$ cat config.mk
export PLATFORM = sky130hd
export DESIGN_NAME = legv8_multicycle_ctrl
export DESIGN_NICKNAME = d
export VERILOG_FILES = /design/src/rtl/legv8_multicycle_ctrl_pkg.sv /design/src/rtl/legv8_opclass_decode.sv /design/src/rtl/legv8_multicycle_ctrl.sv
export SDC_FILE = /design/constraint.sdc
export NUM_CORES = 1
export LEC_CHECK = 0
export CAP_MARGIN = 40
export CORE_MARGIN = 3
export CORE_UTILIZATION = 35
export CTS_CLUSTER_DIAMETER = 100
export DETAILED_ROUTE_END_ITERATION = 12
export PLACE_DENSITY = 0.7
export SLEW_MARGIN = 20
export SYNTH_ARGS = -nofsm -noshare
export SYNTH_HDL_FRONTEND = slang
export SYNTH_HIERARCHICAL = 1
export SYNTH_SLANG_ARGS = --single-unit
$ cat constraint.sdc
create_clock -name iCLK -period 3.61 [get_ports iCLK]
set_input_delay 0.9025 -clock iCLK [delete_from_list [all_inputs] [get_ports iCLK]]
set_output_delay 0.9025 -clock iCLK [all_outputs]
set_load 0.01 [all_outputs]
$ cat src/rtl/legv8_multicycle_ctrl_pkg.sv
// Shared constants for the LEGv8 multicycle controller: state codes, opcode
// classes and the datapath select encodings also used by the immediate extender.
package legv8_multicycle_ctrl_pkg;

    localparam logic [3:0] ST_IDLE   = 4'd0;
    localparam logic [3:0] ST_FETCH  = 4'd1;
    localparam logic [3:0] ST_DECODE = 4'd2;
    localparam logic [3:0] ST_ALU_EX = 4'd3;
    localparam logic [3:0] ST_ALU_WB = 4'd4;
    localparam logic [3:0] ST_ADDR   = 4'd5;
    localparam logic [3:0] ST_MEM_RD = 4'd6;
    localparam logic [3:0] ST_MEM_WR = 4'd7;
    localparam logic [3:0] ST_LD_WB  = 4'd8;
    localparam logic [3:0] ST_BRANCH = 4'd9;

    typedef enum logic [3:0] {
        CLS_NONE  = 4'd0,
        CLS_R     = 4'd1,
        CLS_I     = 4'd2,
        CLS_LDUR  = 4'd3,
        CLS_STUR  = 4'd4,
        CLS_B     = 4'd5,
        CLS_CBZ   = 4'd6,
        CLS_CBNZ  = 4'd7,
        CLS_BCOND = 4'd8
    } opclass_t;

    localparam logic [1:0] ALUSRCA_PC     = 2'd0;
    localparam logic [1:0] ALUSRCA_OLDPC  = 2'd1;
    localparam logic [1:0] ALUSRCA_REG1   = 2'd2;

    localparam logic [1:0] ALUSRCB_REG2   = 2'd0;
    localparam logic [1:0] ALUSRCB_CONST4 = 2'd1;
    localparam logic [1:0] ALUSRCB_IMM    = 2'd2;
    localparam logic [1:0] ALUSRCB_ZERO   = 2'd3;

    localparam logic [1:0] ALUOP_ADD      = 2'd0;
    localparam logic [1:0] ALUOP_PASSB    = 2'd1;
    localparam logic [1:0] ALUOP_RTYPE    = 2'd2;
    localparam logic [1:0] ALUOP_ITYPE    = 2'd3;

    localparam logic [2:0] IMMSEL_NONE    = 3'd0;
    localparam logic [2:0] IMMSEL_I       = 3'd1;
    localparam logic [2:0] IMMSEL_D       = 3'd2;
    localparam logic [2:0] IMMSEL_B       = 3'd3;
    localparam logic [2:0] IMMSEL_CB      = 3'd4;

    // Immediate format each class needs; the extender uses the same mapping.
    function automatic logic [2:0] imm_sel_of(input opclass_t cls);
        logic [2:0] sel;
        case (cls)
            CLS_I:                           sel = IMMSEL_I;
            CLS_LDUR, CLS_STUR:              sel = IMMSEL_D;
            CLS_B:                           sel = IMMSEL_B;
            CLS_CBZ, CLS_CBNZ, CLS_BCOND:    sel = IMMSEL_CB;
            default:                         sel = IMMSEL_NONE;
        endcase
        return sel;
    endfunction

endpackage

$ cat src/rtl/legv8_opclass_decode.sv
// Combinational opcode-to-class map. Exact opcodes are matched before the
// shorter prefix formats so no pattern can shadow a more specific one.
module legv8_opclass_decode
    import legv8_multicycle_ctrl_pkg::*;
(
    input  logic [10:0] opcode,
    output opclass_t    opclass
);

    always_comb begin
        opclass = CLS_NONE;
        casez (opcode)
            11'b10001011000,
            11'b11001011000,
            11'b10001010000,
            11'b10101010000: opclass = CLS_R;
            11'b11111000010: opclass = CLS_LDUR;
            11'b11111000000: opclass = CLS_STUR;
            11'b1001000100?,
            11'b1101000100?,
            11'b1001001000?,
            11'b1011001000?: opclass = CLS_I;
            11'b10110100???: opclass = CLS_CBZ;
            11'b10110101???: opclass = CLS_CBNZ;
            11'b01010100???: opclass = CLS_BCOND;
            11'b000101?????: opclass = CLS_B;
            default:         opclass = CLS_NONE;
        endcase
    end

endmodule

$ cat src/rtl/legv8_multicycle_ctrl.sv
// Multicycle LEGv8 control FSM: sequences fetch/decode/execute/memory/writeback,
// latches the opcode class in DECODE and counts retired instructions.
module legv8_multicycle_ctrl
    import legv8_multicycle_ctrl_pkg::*;
(
    input  logic        iCLK,
    input  logic        iRST,
    input  logic [10:0] iOpcode,
    input  logic        iZero,
    input  logic        iCondTrue,
    input  logic        iMemReady,
    output logic        oIRWrite,
    output logic        oPCWrite,
    output logic        oPCWriteCond,
    output logic        oOldPCWrite,
    output logic        oMemRead,
    output logic        oMemWrite,
    output logic        oRegWrite,
    output logic [1:0]  oALUSrcA,
    output logic [1:0]  oALUSrcB,
    output logic [1:0]  oALUOp,
    output logic [2:0]  oImmSel,
    output logic        oMemToReg,
    output logic        oPCSource,
    output logic        oIllegal,
    output logic [31:0] oInstret
);

    logic [3:0]  state_q, state_d;
    opclass_t    class_q, class_d;
    logic [31:0] instret_q, instret_d;
    opclass_t    dec_class;
    logic        retire;

    legv8_opclass_decode u_decode (
        .opcode  (iOpcode),
        .opclass (dec_class)
    );

    always_comb begin
        state_d      = state_q;
        class_d      = class_q;
        retire       = 1'b0;
        oIRWrite     = 1'b0;
        oPCWrite     = 1'b0;
        oPCWriteCond = 1'b0;
        oOldPCWrite  = 1'b0;
        oMemRead     = 1'b0;
        oMemWrite    = 1'b0;
        oRegWrite    = 1'b0;
        oALUSrcA     = ALUSRCA_PC;
        oALUSrcB     = ALUSRCB_REG2;
        oALUOp       = ALUOP_ADD;
        oImmSel      = IMMSEL_NONE;
        oMemToReg    = 1'b0;
        oPCSource    = 1'b0;
        oIllegal     = 1'b0;

        case (state_q)
            ST_IDLE: state_d = ST_FETCH;
            ST_FETCH: begin
                oMemRead    = 1'b1;
                oIRWrite    = 1'b1;
                oOldPCWrite = 1'b1;
                oALUSrcB    = ALUSRCB_CONST4;
                if (iMemReady) begin
                    oPCWrite = 1'b1;
                    state_d  = ST_DECODE;
                end
            end
            // The IR was written at the end of FETCH, so iOpcode is valid here.
            ST_DECODE: begin
                oALUSrcA = ALUSRCA_OLDPC;
                oALUSrcB = ALUSRCB_IMM;
                oImmSel  = imm_sel_of(dec_class);
                class_d  = dec_class;
                case (dec_class)
                    CLS_R, CLS_I:                       state_d = ST_ALU_EX;
                    CLS_LDUR, CLS_STUR:                 state_d = ST_ADDR;
                    CLS_B, CLS_CBZ, CLS_CBNZ, CLS_BCOND: state_d = ST_BRANCH;
                    default: begin
                        oIllegal = 1'b1;
                        state_d  = ST_FETCH;
                    end
                endcase
            end
            ST_ALU_EX: begin
                oALUSrcA = ALUSRCA_REG1;
                if (class_q == CLS_I) begin
                    oALUSrcB = ALUSRCB_IMM;
                    oImmSel  = IMMSEL_I;
                    oALUOp   = ALUOP_ITYPE;
                end else begin
                    oALUOp   = ALUOP_RTYPE;
                end
                state_d = ST_ALU_WB;
            end
            ST_ALU_WB: begin
                oRegWrite = 1'b1;
                oImmSel   = (class_q == CLS_I) ? IMMSEL_I : IMMSEL_NONE;
                retire    = 1'b1;
                state_d   = ST_FETCH;
            end
            ST_ADDR: begin
                oALUSrcA = ALUSRCA_REG1;
                oALUSrcB = ALUSRCB_IMM;
                oImmSel  = IMMSEL_D;
                state_d  = (class_q == CLS_STUR) ? ST_MEM_WR : ST_MEM_RD;
            end
            ST_MEM_RD: begin
                oMemRead = 1'b1;
                if (iMemReady) state_d = ST_LD_WB;
            end
            ST_LD_WB: begin
                oRegWrite = 1'b1;
                oMemToReg = 1'b1;
                retire    = 1'b1;
                state_d   = ST_FETCH;
            end
            ST_MEM_WR: begin
                oMemWrite = 1'b1;
                if (iMemReady) begin
                    retire  = 1'b1;
                    state_d = ST_FETCH;
                end
            end
            ST_BRANCH: begin
                oPCSource = 1'b1;
                case (class_q)
                    CLS_B:     oPCWrite = 1'b1;
                    CLS_BCOND: oPCWrite = iCondTrue;
                    CLS_CBZ, CLS_CBNZ: begin
                        oALUSrcA     = ALUSRCA_REG1;
                        oALUSrcB     = ALUSRCB_REG2;
                        oALUOp       = ALUOP_PASSB;
                        oPCWriteCond = 1'b1;
                        oPCWrite     = (class_q == CLS_CBZ) ? iZero : !iZero;
                    end
                    default:   oPCWrite = 1'b0;
                endcase
                retire  = 1'b1;
                state_d = ST_FETCH;
            end
            default: state_d = ST_IDLE;
        endcase
    end

    always_comb begin
        instret_d = instret_q;
        if (retire) instret_d = instret_q + 32'd1;
    end

    always_ff @(posedge iCLK) begin
        if (iRST) begin
            state_q   <= ST_IDLE;
            class_q   <= CLS_NONE;
            instret_q <= 32'd0;
        end else begin
            state_q   <= state_d;
            class_q   <= class_d;
            instret_q <= instret_d;
        end
    end

    assign oInstret = instret_q;

endmodule

==> impl_metrics.xml <==
<?xml version="1.0" encoding="UTF-8"?>
<metrics>
  <group name="logic_synthesis">
    <metric name="yosysSeqAreaShare" unit="%">29.44</metric>
    <metric name="synth_edf_count" unit="">0</metric>
    <metric name="synthesis.yosys.warnings" unit="">6</metric>
    <metric name="synth.distinct_cells" unit="">60</metric>
    <metric name="synth_fp_nets" unit="">360</metric>
    <metric name="synth_top_family_by_area" unit="">simple AND/OR/NAND/NOR gates</metric>
    <metric name="dominantRegCellSynth" unit="">dfxtp_1</metric>
    <metric name="mappedNetlistArea" unit="sq mm">0.002720</metric>
    <metric name="yosys_register_bits" unit="">40</metric>
    <metric name="synth_compound_gate_area_share" unit="%">16.24</metric>
    <metric name="syn_inst" unit="">343</metric>
    <metric name="synth_xor_area_share" unit="%">1.932</metric>
    <metric name="synth_async_sr_flop_share" unit="%">0</metric>
    <metric name="synthMuxAreaShare" unit="%">5.704</metric>
    <metric name="synth_adder_area_share" unit="%">0.4600</metric>
    <metric name="synth_simple_gate_area_share" unit="%">39.10</metric>
    <metric name="mean_cell_area_of_the_mapped_netlist" unit="sq um">7.930</metric>
  </group>
  <group name="pwr">
    <metric name="p_leak" unit="nW">1.252</metric>
    <metric name="power.ir.vdd_worst" unit="V">0.0002884</metric>
    <metric name="total_power_divided_by_cell_area" unit="mW/mm^2">251.4</metric>
  </group>
  <group name="route">
    <metric name="drc" unit="">0</metric>
    <metric name="drt-initial-drc-count" unit="">218</metric>
    <metric name="dr_pass1_iterations" unit="">4</metric>
    <metric name="postRouteAntennaNets" unit="">0</metric>
    <metric name="routed_wl" unit="um">7380</metric>
    <metric name="routed_via_density" unit="">5.576</metric>
    <metric name="dr_total_vias" unit="">2844</metric>
    <metric name="routedWlPerCell" unit="um">14.47</metric>
  </group>
  <group name="cells_and_area">
    <metric name="post_route_cells_drive_above_1_share" unit="%">15.57</metric>
    <metric name="area_growth_from_synthesis_to_final_layout" unit="%">32.61</metric>
    <metric name="n_antenna_cell" unit="">0</metric>
    <metric name="nets" unit="">427</metric>
    <metric name="final_cells" unit="">510</metric>
    <metric name="fillerInstances" unit="">738</metric>
    <metric name="final_area" unit="sq mm">0.003607</metric>
  </group>
  <group name="timing">
    <metric name="max_freq" unit="MHz">279.4</metric>
    <metric name="fin_worst_skew" unit="ns">0.009668</metric>
    <metric name="max_slew_margin" unit="%">48.23</metric>
    <metric name="min_period_over_period" unit="%">99.16</metric>
    <metric name="hold_viol_final" unit="">0</metric>
    <metric name="min_period" unit="ns">3.580</metric>
    <metric name="report.final.slew_viol_count" unit="">0</metric>
    <metric name="finalSetupViolations" unit="">0</metric>
    <metric name="max_slew.worst_pin.slew" unit="ns">0.7758</metric>
  </group>
  <group name="place">
    <metric name="post_dp_cell_area" unit="sq mm">0.003457</metric>
    <metric name="place.detailed.instances" unit="">497</metric>
    <metric name="numPortBuffers" unit="">66</metric>
    <metric name="dp.final_hpwl" unit="um">5189</metric>
    <metric name="gpl.final_weighted_congestion" unit="">0.8982</metric>
  </group>
  <group name="clock_tree">
    <metric name="cts_tree" unit="">done</metric>
    <metric name="clock_tree.htree_level_count" unit="">2</metric>
    <metric name="cts-root-to-sink-buffers" unit="">2</metric>
    <metric name="hold_buffers" unit="">0</metric>
    <metric name="cts_made_buffers" unit="">5</metric>
    <metric name="cts_num_sinks" unit="">40</metric>
    <metric name="cts-root-buf" unit="">clkbuf_8</metric>
    <metric name="worst_skew_pair.late_latency" unit="ns">0.29</metric>
    <metric name="clk_pin_slew" unit="ns">0.07</metric>
  </group>
  <group name="floorplanning">
    <metric name="die_area" unit="sq mm">0.008865</metric>
    <metric name="initial_util" unit="%">36.72</metric>
    <metric name="core_area" unit="sq mm">0.007408</metric>
    <metric name="top_level_ports" unit="">67</metric>
    <metric name="fp.dieH" unit="um">94.16</metric>
    <metric name="placement_rows" unit="">31</metric>
    <metric name="die-width" unit="um">94.16</metric>
  </group>
  <group name="run">
    <metric name="drv_cap" unit="">0</metric>
  </group>
  <group name="critical_path">
    <metric name="cp.depth" unit="">10</metric>
    <metric name="timing.reg2reg.setup_slack" unit="ns">1.21</metric>
    <metric name="criticalPathCategory" unit="">in -&gt; out</metric>
    <metric name="path_buf_inv" unit="">3</metric>
    <metric name="slowest_delay" unit="ns">0.29</metric>
    <metric name="critical-path-top-delay-family" unit="">compound AO/OA/AOI/OAI gates</metric>
    <metric name="rr_worst_depth" unit="">4</metric>
    <metric name="crit_chain" unit="">clkdlybuf4s15_1 &gt; nor4b_4 &gt; a32oi_1 &gt; o2111ai_2 &gt; buf_6 &gt; nand2_1 &gt; nor2_1 &gt; a21oi_1 &gt; o31ai_1 &gt; buf_2</metric>
    <metric name="reg2reg_from" unit="">state_q[2]$_SDFFE_PP0P_</metric>
    <metric name="cp-start-kind" unit="">primary input</metric>
    <metric name="critical_path.slowest_cell" unit="">nor4b_4</metric>
    <metric name="setup.worst_path.end_class" unit="">primary output</metric>
    <metric name="worst_ep_arrival_time" unit="ns">2.68</metric>
    <metric name="critPathRequiredTime" unit="ns">2.71</metric>
    <metric name="r2r_end" unit="">oInstret[30]$_SDFFE_PP0P_</metric>
    <metric name="critical_path.max_fanout" unit="">7</metric>
    <metric name="worst_setup_path_startpoint" unit="">iOpcode[5]</metric>
  </group>
  <group name="global_routing">
    <metric name="overflow" unit="">0</metric>
    <metric name="grt_usage" unit="%">16.27</metric>
    <metric name="wire_length_of_the_first_global_routing_pass" unit="um">11830</metric>
    <metric name="via_count_of_the_first_global_routing_pass" unit="">2505</metric>
    <metric name="grt_start_max_net_pins" unit="">52</metric>
    <metric name="antenna_found_initial" unit="">0</metric>
  </group>
  <group name="hold_path">
    <metric name="hold_removal_path_class" unit="">reg -&gt; reg</metric>
    <metric name="hold-path-cell-count" unit="">2</metric>
    <metric name="hold_path_startpoint" unit="">class_q[3]$_SDFFE_PP0P_</metric>
    <metric name="hold_end" unit="">class_q[3]$_SDFFE_PP0P_</metric>
  </group>
  <group name="outcome">
    <metric name="run_status" unit="">finished, final reports clean</metric>
  </group>
</metrics>
==> layout by cell type (no fill, tap or decap), drive strengths merged, types with 13 or more instances in the layout <==
cell,count
a21oi,31
buf,23
clkdlybuf4s50,51
dfxtp,40
nand2,31
nand3,14
nor2,29
nor2b,15
nor4,13
o21ai,14
==> metal layers <==
metal | global-route usage, % | wire length, um | up-vias
met5 | 0 | 0 | -
met4 | 4.693 | 65 | 0
met3 | 3.045 | 462 | 6
met2 | 27.13 | 3486 | 82
met1 | 21.29 | 3365 | 1350
li1 | - | - | 1406
==> metrics by stage <==
stage	setup TNS, ns	hold WS, ns	setup WS (ns)	power [W]	util (%)
6_report	0	0.5129	0.03041	0.0009070	48.69
2_1_floorplan	0	0.4531	0.2265	0.0005076	-
3_3_place_gp	-2.079	0.4859	-0.6134	0.0005530	46.66
4_1_cts	-0.003764	0.5079	-0.003764	0.0009163	48.10
3_5_place_dp	-2.381	0.4965	-0.6619	0.0005547	46.66
5_1_grt	-0.06936	0.5484	-0.06936	0.0009468	48.69
==> power breakdown <==
part	switching (W)	internal [W]
Combinational	0.0000464	0.0000470
Sequential	0.00000720	0.000443
Clock	0.000159	0.000205
Total	0.000213	0.000694
==> area by class of cell <==
type                       count  area, sq um  share of cell area (%)
tap                           99        123.9                   3.434
multi-input combinational    268         1754                   48.63
sequential                    40        800.8                   22.20
clock buffer                   5        68.82                   1.908
clock inverter                 3        42.54                   1.179
timing repair buffer          86        783.3                   21.71
inverter                       9        33.78                  0.9365
==> synth_stat cells, drive strengths merged, types with 2 or more instances <==
| master | count | area, sq um |
|---|---|---|
| xor2 | 2 | 17.52 |
| o2111ai | 4 | 47.55 |
| and3b | 3 | 26.28 |
| mux2 | 12 | 135.1 |
| nor4b | 3 | 47.54 |
| nand3b | 3 | 22.52 |
| dfxtp | 40 | 800.8 |
| o21ai | 14 | 70.06 |
| and4 | 5 | 45.04 |
| inv | 9 | 33.78 |
| nand2b | 3 | 18.77 |
| or4 | 8 | 60.06 |
| xnor2 | 4 | 35.03 |
| nor2b | 15 | 93.84 |
| and3 | 2 | 13.77 |
| nor3 | 4 | 20.02 |
| a21oi | 31 | 155.2 |
| a211oi | 2 | 15.01 |
| nor2 | 29 | 108.9 |
| or4b | 6 | 60.06 |
| nor3b | 3 | 22.52 |
| or2 | 3 | 18.77 |
| nor4 | 13 | 81.33 |
| mux2i | 2 | 20.02 |
| nand2 | 31 | 116.4 |
| or3 | 9 | 56.30 |
| and4bb | 3 | 37.54 |
| nand4 | 12 | 81.33 |
| clkbuf | 19 | 116.4 |
| o22ai | 2 | 12.51 |
| and2 | 3 | 18.77 |
| buf | 7 | 43.79 |
| nand3 | 14 | 70.07 |
| o31ai | 9 | 67.56 |
| o41ai | 4 | 35.03 |
==> how the worst max path moves through the flow <==
stage | endpoint
floorplan | oImmSel[2]
global placement | oImmSel[2]
detailed placement | oImmSel[2]
CTS | oImmSel[1]
global route | oImmSel[0]
finish | oImmSel[0]
==> tightest hold or removal path, delay by kind of cell, from the launching register on <==
kind	cells	cell delay [ns]
compound gates	1	0.05
flops	1	0.35
simple gates	1	0.07
==> flip-flops by register name, summed over array words and instances, names as in the netlist <==
signal and cells:
oInstret 32, state_q 4, class_q 4
==> cells by family (layout without fill, tap and decap cells) <==
family,Yosys count,after routing
AND/OR/NAND/NOR,176,176
AO/OA/AOI/OAI,71,71
multiplexers,14,14
flip-flops,40,40
buffers and inverters,35,103
XOR/XNOR,6,6
adder cells (fa/ha/maj),1,1
==> what timing repair did <==
item                                    in CTS  in global routing
cloned                                       0                  1
gates resized for setup                     29                 12
setup buffers                                0                  4
endpoints found under the setup margin       4                  3
pin swaps                                    7                  8
Note: power is estimated with default switching activity, not from simulation.
